[src/rtl/add_pipe.sv]
`timescale 1ns/1ps
`default_nettype none
// ============================================================================
// Module   : add_pipe
// Brief    : Elastic pipelined add/sub/accumulate stage with wrap or saturate.
//            Define ADD_PIPE_STATS_EN to add beat_count / ovf_count outputs.
// Revision : 1.0 - initial release
// ============================================================================
module add_pipe #(
    parameter int WIDTH  = 8,
    parameter int STAGES = 2,
    parameter bit SIGNED = 1'b0
) (
    input  logic             clk,
    input  logic             reset,
    input  logic             in_valid,
    output logic             in_ready,
    input  logic [WIDTH-1:0] a,
    input  logic [WIDTH-1:0] b,
    input  logic [1:0]       mode,
    input  logic             sat,
    output logic             out_valid,
    input  logic             out_ready,
    output logic [WIDTH-1:0] c,
`ifdef ADD_PIPE_STATS_EN
    output logic             ovf,
    output logic [15:0]      beat_count,
    output logic [15:0]      ovf_count
`else
    output logic             ovf
`endif
);

    localparam logic [1:0] c_MODE_ADD = 2'b00;
    localparam logic [1:0] c_MODE_SUB = 2'b01;
    localparam logic [1:0] c_MODE_ACC = 2'b10;
    localparam logic [1:0] c_MODE_CLR = 2'b11;
    localparam int         c_MSB      = WIDTH - 1;

    logic             w_advance;
    logic             w_accept;
    logic [WIDTH-1:0] w_x;
    logic [WIDTH-1:0] w_y;
    logic             w_sub;
    logic [WIDTH-1:0] w_raw;
    logic             w_ovf;
    logic [WIDTH-1:0] w_sat_val;
    logic [WIDTH-1:0] w_res;
    logic             w_res_ovf;

    logic [WIDTH-1:0] r_acc;
    logic             r_vld [STAGES];
    logic [WIDTH-1:0] r_c   [STAGES];
    logic             r_ovf [STAGES];

    assign w_advance = !out_valid || out_ready;
    assign w_accept  = in_valid && w_advance;
    assign in_ready  = w_advance;

    // ACC reuses the adder with the accumulator as the first operand.
    always_comb begin
        w_x   = (mode == c_MODE_ACC) ? r_acc : a;
        w_y   = (mode == c_MODE_ACC) ? a : b;
        w_sub = (mode == c_MODE_SUB);
    end

    generate
        if (SIGNED) begin : g_signed
            always_comb begin
                w_raw     = w_sub ? (w_x - w_y) : (w_x + w_y);
                w_ovf     = (w_sub ? (w_x[c_MSB] != w_y[c_MSB]) : (w_x[c_MSB] == w_y[c_MSB]))
                            && (w_raw[c_MSB] != w_x[c_MSB]);
                w_sat_val = w_x[c_MSB] ? {1'b1, {(WIDTH-1){1'b0}}} : {1'b0, {(WIDTH-1){1'b1}}};
            end
        end else begin : g_unsigned
            logic [WIDTH:0] w_ext;
            always_comb begin
                w_ext     = w_sub ? ({1'b0, w_x} - {1'b0, w_y}) : ({1'b0, w_x} + {1'b0, w_y});
                w_raw     = w_ext[WIDTH-1:0];
                w_ovf     = w_ext[WIDTH];
                w_sat_val = w_sub ? {WIDTH{1'b0}} : {WIDTH{1'b1}};
            end
        end
    endgenerate

    always_comb begin
        w_res     = (sat && w_ovf) ? w_sat_val : w_raw;
        w_res_ovf = w_ovf;
        if (mode == c_MODE_CLR) begin
            w_res     = '0;
            w_res_ovf = 1'b0;
        end
    end

    always_ff @(posedge clk) begin
        if (reset) begin
            r_acc <= '0;
        end else if (w_accept && (mode == c_MODE_ACC || mode == c_MODE_CLR)) begin
            r_acc <= w_res;
        end
    end

    // Every stage moves together on w_advance; bubbles travel like beats.
    always_ff @(posedge clk) begin
        if (reset) begin
            for (int i = 0; i < STAGES; i++) begin
                r_vld[i] <= 1'b0;
                r_c[i]   <= '0;
                r_ovf[i] <= 1'b0;
            end
        end else if (w_advance) begin
            r_vld[0] <= in_valid;
            r_c[0]   <= w_res;
            r_ovf[0] <= w_res_ovf;
            for (int i = 1; i < STAGES; i++) begin
                r_vld[i] <= r_vld[i-1];
                r_c[i]   <= r_c[i-1];
                r_ovf[i] <= r_ovf[i-1];
            end
        end
    end

    assign out_valid = r_vld[STAGES-1];
    assign c         = r_c[STAGES-1];
    assign ovf       = r_ovf[STAGES-1];

`ifdef ADD_PIPE_STATS_EN
    logic [15:0] r_beat_cnt;
    logic [15:0] r_ovf_cnt;

    always_ff @(posedge clk) begin
        if (reset) begin
            r_beat_cnt <= '0;
            r_ovf_cnt  <= '0;
        end else begin
            if (w_accept && r_beat_cnt != 16'hFFFF) begin
                r_beat_cnt <= r_beat_cnt + 16'd1;
            end
            if (out_valid && out_ready && ovf && r_ovf_cnt != 16'hFFFF) begin
                r_ovf_cnt <= r_ovf_cnt + 16'd1;
            end
        end
    end

    assign beat_count = r_beat_cnt;
    assign ovf_count  = r_ovf_cnt;
`else
`endif

endmodule
`default_nettype wire

[config.mk]
export PLATFORM = sky130hd
export DESIGN_NAME = add_pipe
export DESIGN_NICKNAME = d
export VERILOG_FILES = /design/src/rtl/add_pipe.sv
export SDC_FILE = /design/constraint.sdc
export NUM_CORES = 1
export LEC_CHECK = 0
export ABC_AREA = 0
export CAP_MARGIN = 10
export CORE_AREA = 5 5 75 77
export DETAILED_ROUTE_END_ITERATION = 10
export DIE_AREA = 0 0 80 82
export HOLD_SLACK_MARGIN = 0.1
export PLACE_DENSITY = 0.69
export SLEW_MARGIN = 20
export SYNTH_ARGS = -nofsm -noshare
export SYNTH_HDL_FRONTEND = slang
export SYNTH_SLANG_ARGS = --single-unit
[constraint.sdc]
create_clock -name clk -period 6.1 [get_ports clk]
set_clock_uncertainty 0.15 [all_clocks]
set_input_delay 0.61 -clock clk [delete_from_list [all_inputs] [get_ports clk]]
set_output_delay 0.61 -clock clk [all_outputs]
set_load 0.02 [all_outputs]
==> results.py <==
metrics = {
    "outcome": {
        "status": "finished, final reports clean",
    },
    "routing": {
        "wl_per_cell_um": 14.5,
        "vias": 1821,
        "drt_iter0_markers": 88,
        "route.detailed.drc": 0,
        "avgViaCountPerCell": 5.47,
        "ant_nets": 0,
        "totalWireLength_um": 4840,
        "first_pass_iters": 4,
    },
    "final_layout": {
        "layout-drive-gt1-share": 0.0646,
        "postLayoutCellArea_um2": 2560,
        "insertedDiodeCount": 0,
        "fin_nets": 295,
        "final_cells": 333,
        "fill_cells": 501,
        "synthToLayoutAreaGrowth_pct": 16.8,
    },
    "clocking": {
        "cts_setup_buffers": 0,
        "cts_hold_buf": 0,
        "htreeDepth": 1,
        "clk_latency_ps": 270,
        "clockRootBuffer": "clkbuf_8",
        "post_cts_resized": 0,
        "cts_made_buffers": 3,
        "cts.clk_slew.worst_paths_ps": 90,
        "cts_sinks": 28,
        "max-clock-path-buffers": 2,
        "cts_tree": "built",
    },
    "logic_synthesis": {
        "ys_seq_elements": 28,
        "async_reset_ff_frac": 0,
        "avgSynthCellArea_um2": 9.07,
        "yosysSeqAreaShare": 0.347,
        "synth-edff-count": 20,
        "synth_top_area_frac": 0.274,
        "yosys.area.top_type": "edfxtp_1",
        "ys_types": 59,
        "ys_warn_count": 0,
        "yosys-top-cells-area": "edfxtp_1, dfxtp_1, nand2_1, and2_1, ha_1",
        "synthesis.nets": 273,
        "synth_cells": 242,
        "syn_area_um2": 2190,
        "synth_ff_type": "edfxtp_1",
    },
    "power": {
        "power_density_nw_per_um2": 222,
        "ir_worst_vdd_uv": 76.0,
        "leakage_nw": 1.05,
    },
    "global_route": {
        "antenna_found_initial": 0,
        "grt_first_pass_wirelength_um": 7900,
        "overflow": 0,
        "grt_max_degree": 21,
        "grt_pass1_vias": 1737,
        "top_usage_layer": "met2",
        "global_route.usage.met3": 0.0164,
        "grtUsageMet2": 0.279,
        "grt_util_all_layers": 0.152,
        "grt_util_met1": 0.178,
    },
    "worst_setup_path": {
        "slowest_delay_ps": 840,
        "critPathKind": "in2reg",
        "r2r_start": "r_acc[0]",
        "cp_num_cells": 14,
        "path_delay_family": "simple AND/OR/NAND/NOR gates",
        "required_ps": 6160,
        "worst-r2r-cell-count": 10,
        "endpoint_kind": "register",
        "cp-start-kind": "input pin",
        "timing.rr.end": "r_c[0][1]",
        "worstPathBufferInverterCount": 2,
        "r2r_slack_ps": 3100,
        "critPathArrivalTime_ps": 4860,
        "path_cells": "clkdlybuf4s50_1, nor2b_2, mux2_4, nor4_4, nor2_1, xor2_1, ha_1, a211o_1, or2_2, o22ai_1, buf_4, nand3b_1, nor4b_4, a221o_1",
        "critical-path-slowest-cell": "clkdlybuf4s50_1",
        "cp_max_fo": 15,
    },
    "sta": {
        "slew_headroom": 0.470,
        "fmax_ghz": 0.209,
        "tightestPinTransition_ps": 788,
        "slew_violations": 0,
        "rsz0062_at_grt": "no",
        "fin_crit_ps": 4790,
        "hold-worst-slack_ps": 337,
        "fin_setup_tns_ps": 0,
        "finalCritPeriodShare": 0.786,
        "finalHoldViolCount": 0,
        "setup_viol_count_final": 0,
    },
    "die": {
        "placementRows": 26,
        "die_area_um2": 6560,
        "io_pins": 34,
        "die_h_um": 82,
        "core_area_um2": 4940,
        "initial_core_util": 0.444,
        "chipWidth_um": 80,
    },
    "placement": {
        "dpl_cell_area_um2": 2520,
        "io_buffers": 33,
        "dp_cells": 329,
        "hpwl_um": 3820,
        "place.gp.congestion": 0.927,
    },
    "worst_hold_path": {
        "hold_start": "r_acc[3]",
        "min_to": "r_acc[3]",
        "holdPathStages": 1,
        "hp-class": "reg2reg",
    },
    "job": {
        "maxCapViolations": 0,
    },
}
==> power by group <==
group          leakage [nW]  switching, mW  internal, mW
Clock                0.0231         0.0535        0.0451
Combinational         0.729          0.124         0.102
Sequential            0.301        0.00993         0.234
==> layout make-up <==
class,count,area (µm²),area share
Timing Repair Buffer,36,353,0.138
Sequential cell,28,761,0.297
Clock buffer,3,41.3,0.0161
Clock inverter,1,3.75,0.00146
Multi-Input combinational cell,186,1280,0.500
Tap cell,70,87.6,0.0342
Inverter,9,33.8,0.0132
==> cell usage in the layout, fill, tap and decap left out, drive strengths merged, types with 2 or more instances in the layout <==
cell,instances
buf,3
and3,3
dfxtp,8
or3,3
nor2b,3
nand2b,8
clkdlybuf4s50,33
o211ai,2
or2,4
clkbuf,3
o21ai,4
a211oi,3
inv,9
nand3,5
a211o,2
mux2,2
nor2,16
ha,7
o21a,3
a41oi,2
a221o,6
edfxtp,20
nor3,6
nand4,2
nand2,28
xor2,5
mux2i,8
a31oi,7
nor4,2
o22ai,2
xnor2,5
a21oi,13
and2,15
maj3,2
==> synth_stat cells (4+ instances only) <==
master,number
a21oi_1,13
a221o_1,6
a31oi_1,7
and2_1,15
buf_4,8
clkbuf_1,8
dfxtp_1,8
edfxtp_1,20
ha_1,7
inv_1,9
mux2i_1,7
nand2_1,28
nand2b_1,7
nand3_1,5
nor2_1,16
nor3_1,6
o21ai_0,4
xnor2_1,5
xor2_1,5
==> worst max-delay path by stage <==
| stage | start | end | slack, ps |
|---|---|---|---|
| 5_1_grt | mode[1] | r_acc[6] | 980 |
| 4_1_cts | mode[1] | r_acc[6] | 1320 |
| 3_3_place_gp | mode[1] | r_acc[2] | 1070 |
| 2_1_floorplan | mode[0] | r_acc[6] | 2110 |
| 6_report | mode[1] | r_acc[6] | 1310 |
| 3_5_place_dp | mode[1] | r_acc[6] | 1030 |
==> worst register-to-register path: stages, from the launching register on <==
cell and delay [ps]:
dfxtp_1 390, nor4bb_1 100, a21oi_1 200, inv_1 80, fa_1 410, nand2b_1 180
a21oi_1 250, o22ai_1 130, buf_4 180, or4_1 580, a41oi_1 220
==> metrics by stage <==
stage	power (mW)	worst slack [ps]	util
after floorplan	0.412	2110	-
after global placement	0.471	1070	0.509
after detailed placement	0.474	1030	0.509
after CTS	0.570	1320	0.518
after global routing	0.607	981	0.518
final	0.569	1310	0.518
==> kinds of logic after synthesis <==
kind of cell	Yosys count	synth area share
flip-flops	28	0.347
buffers and inverters	28	0.0690
AO/OA/AOI/OAI	55	0.181
adder cells (fa/ha/maj)	10	0.0582
multiplexers	10	0.0502
AND/OR/NAND/NOR	101	0.255
XOR/XNOR	10	0.0399
==> sequential cells by signal (all words and copies together) (netlist names) <==
signal,count
r_c,16
r_vld,2
r_ovf,2
r_acc,8
==> metal layers <==
layer / part of all wire / vias up
li1: - / 923
met1: 0.44 / 830
met3: 0.044 / 10
met4: 0.026 / 0
met5: 0 / -
met2: 0.49 / 58
Note: power is estimated with default switching activity, not from simulation.
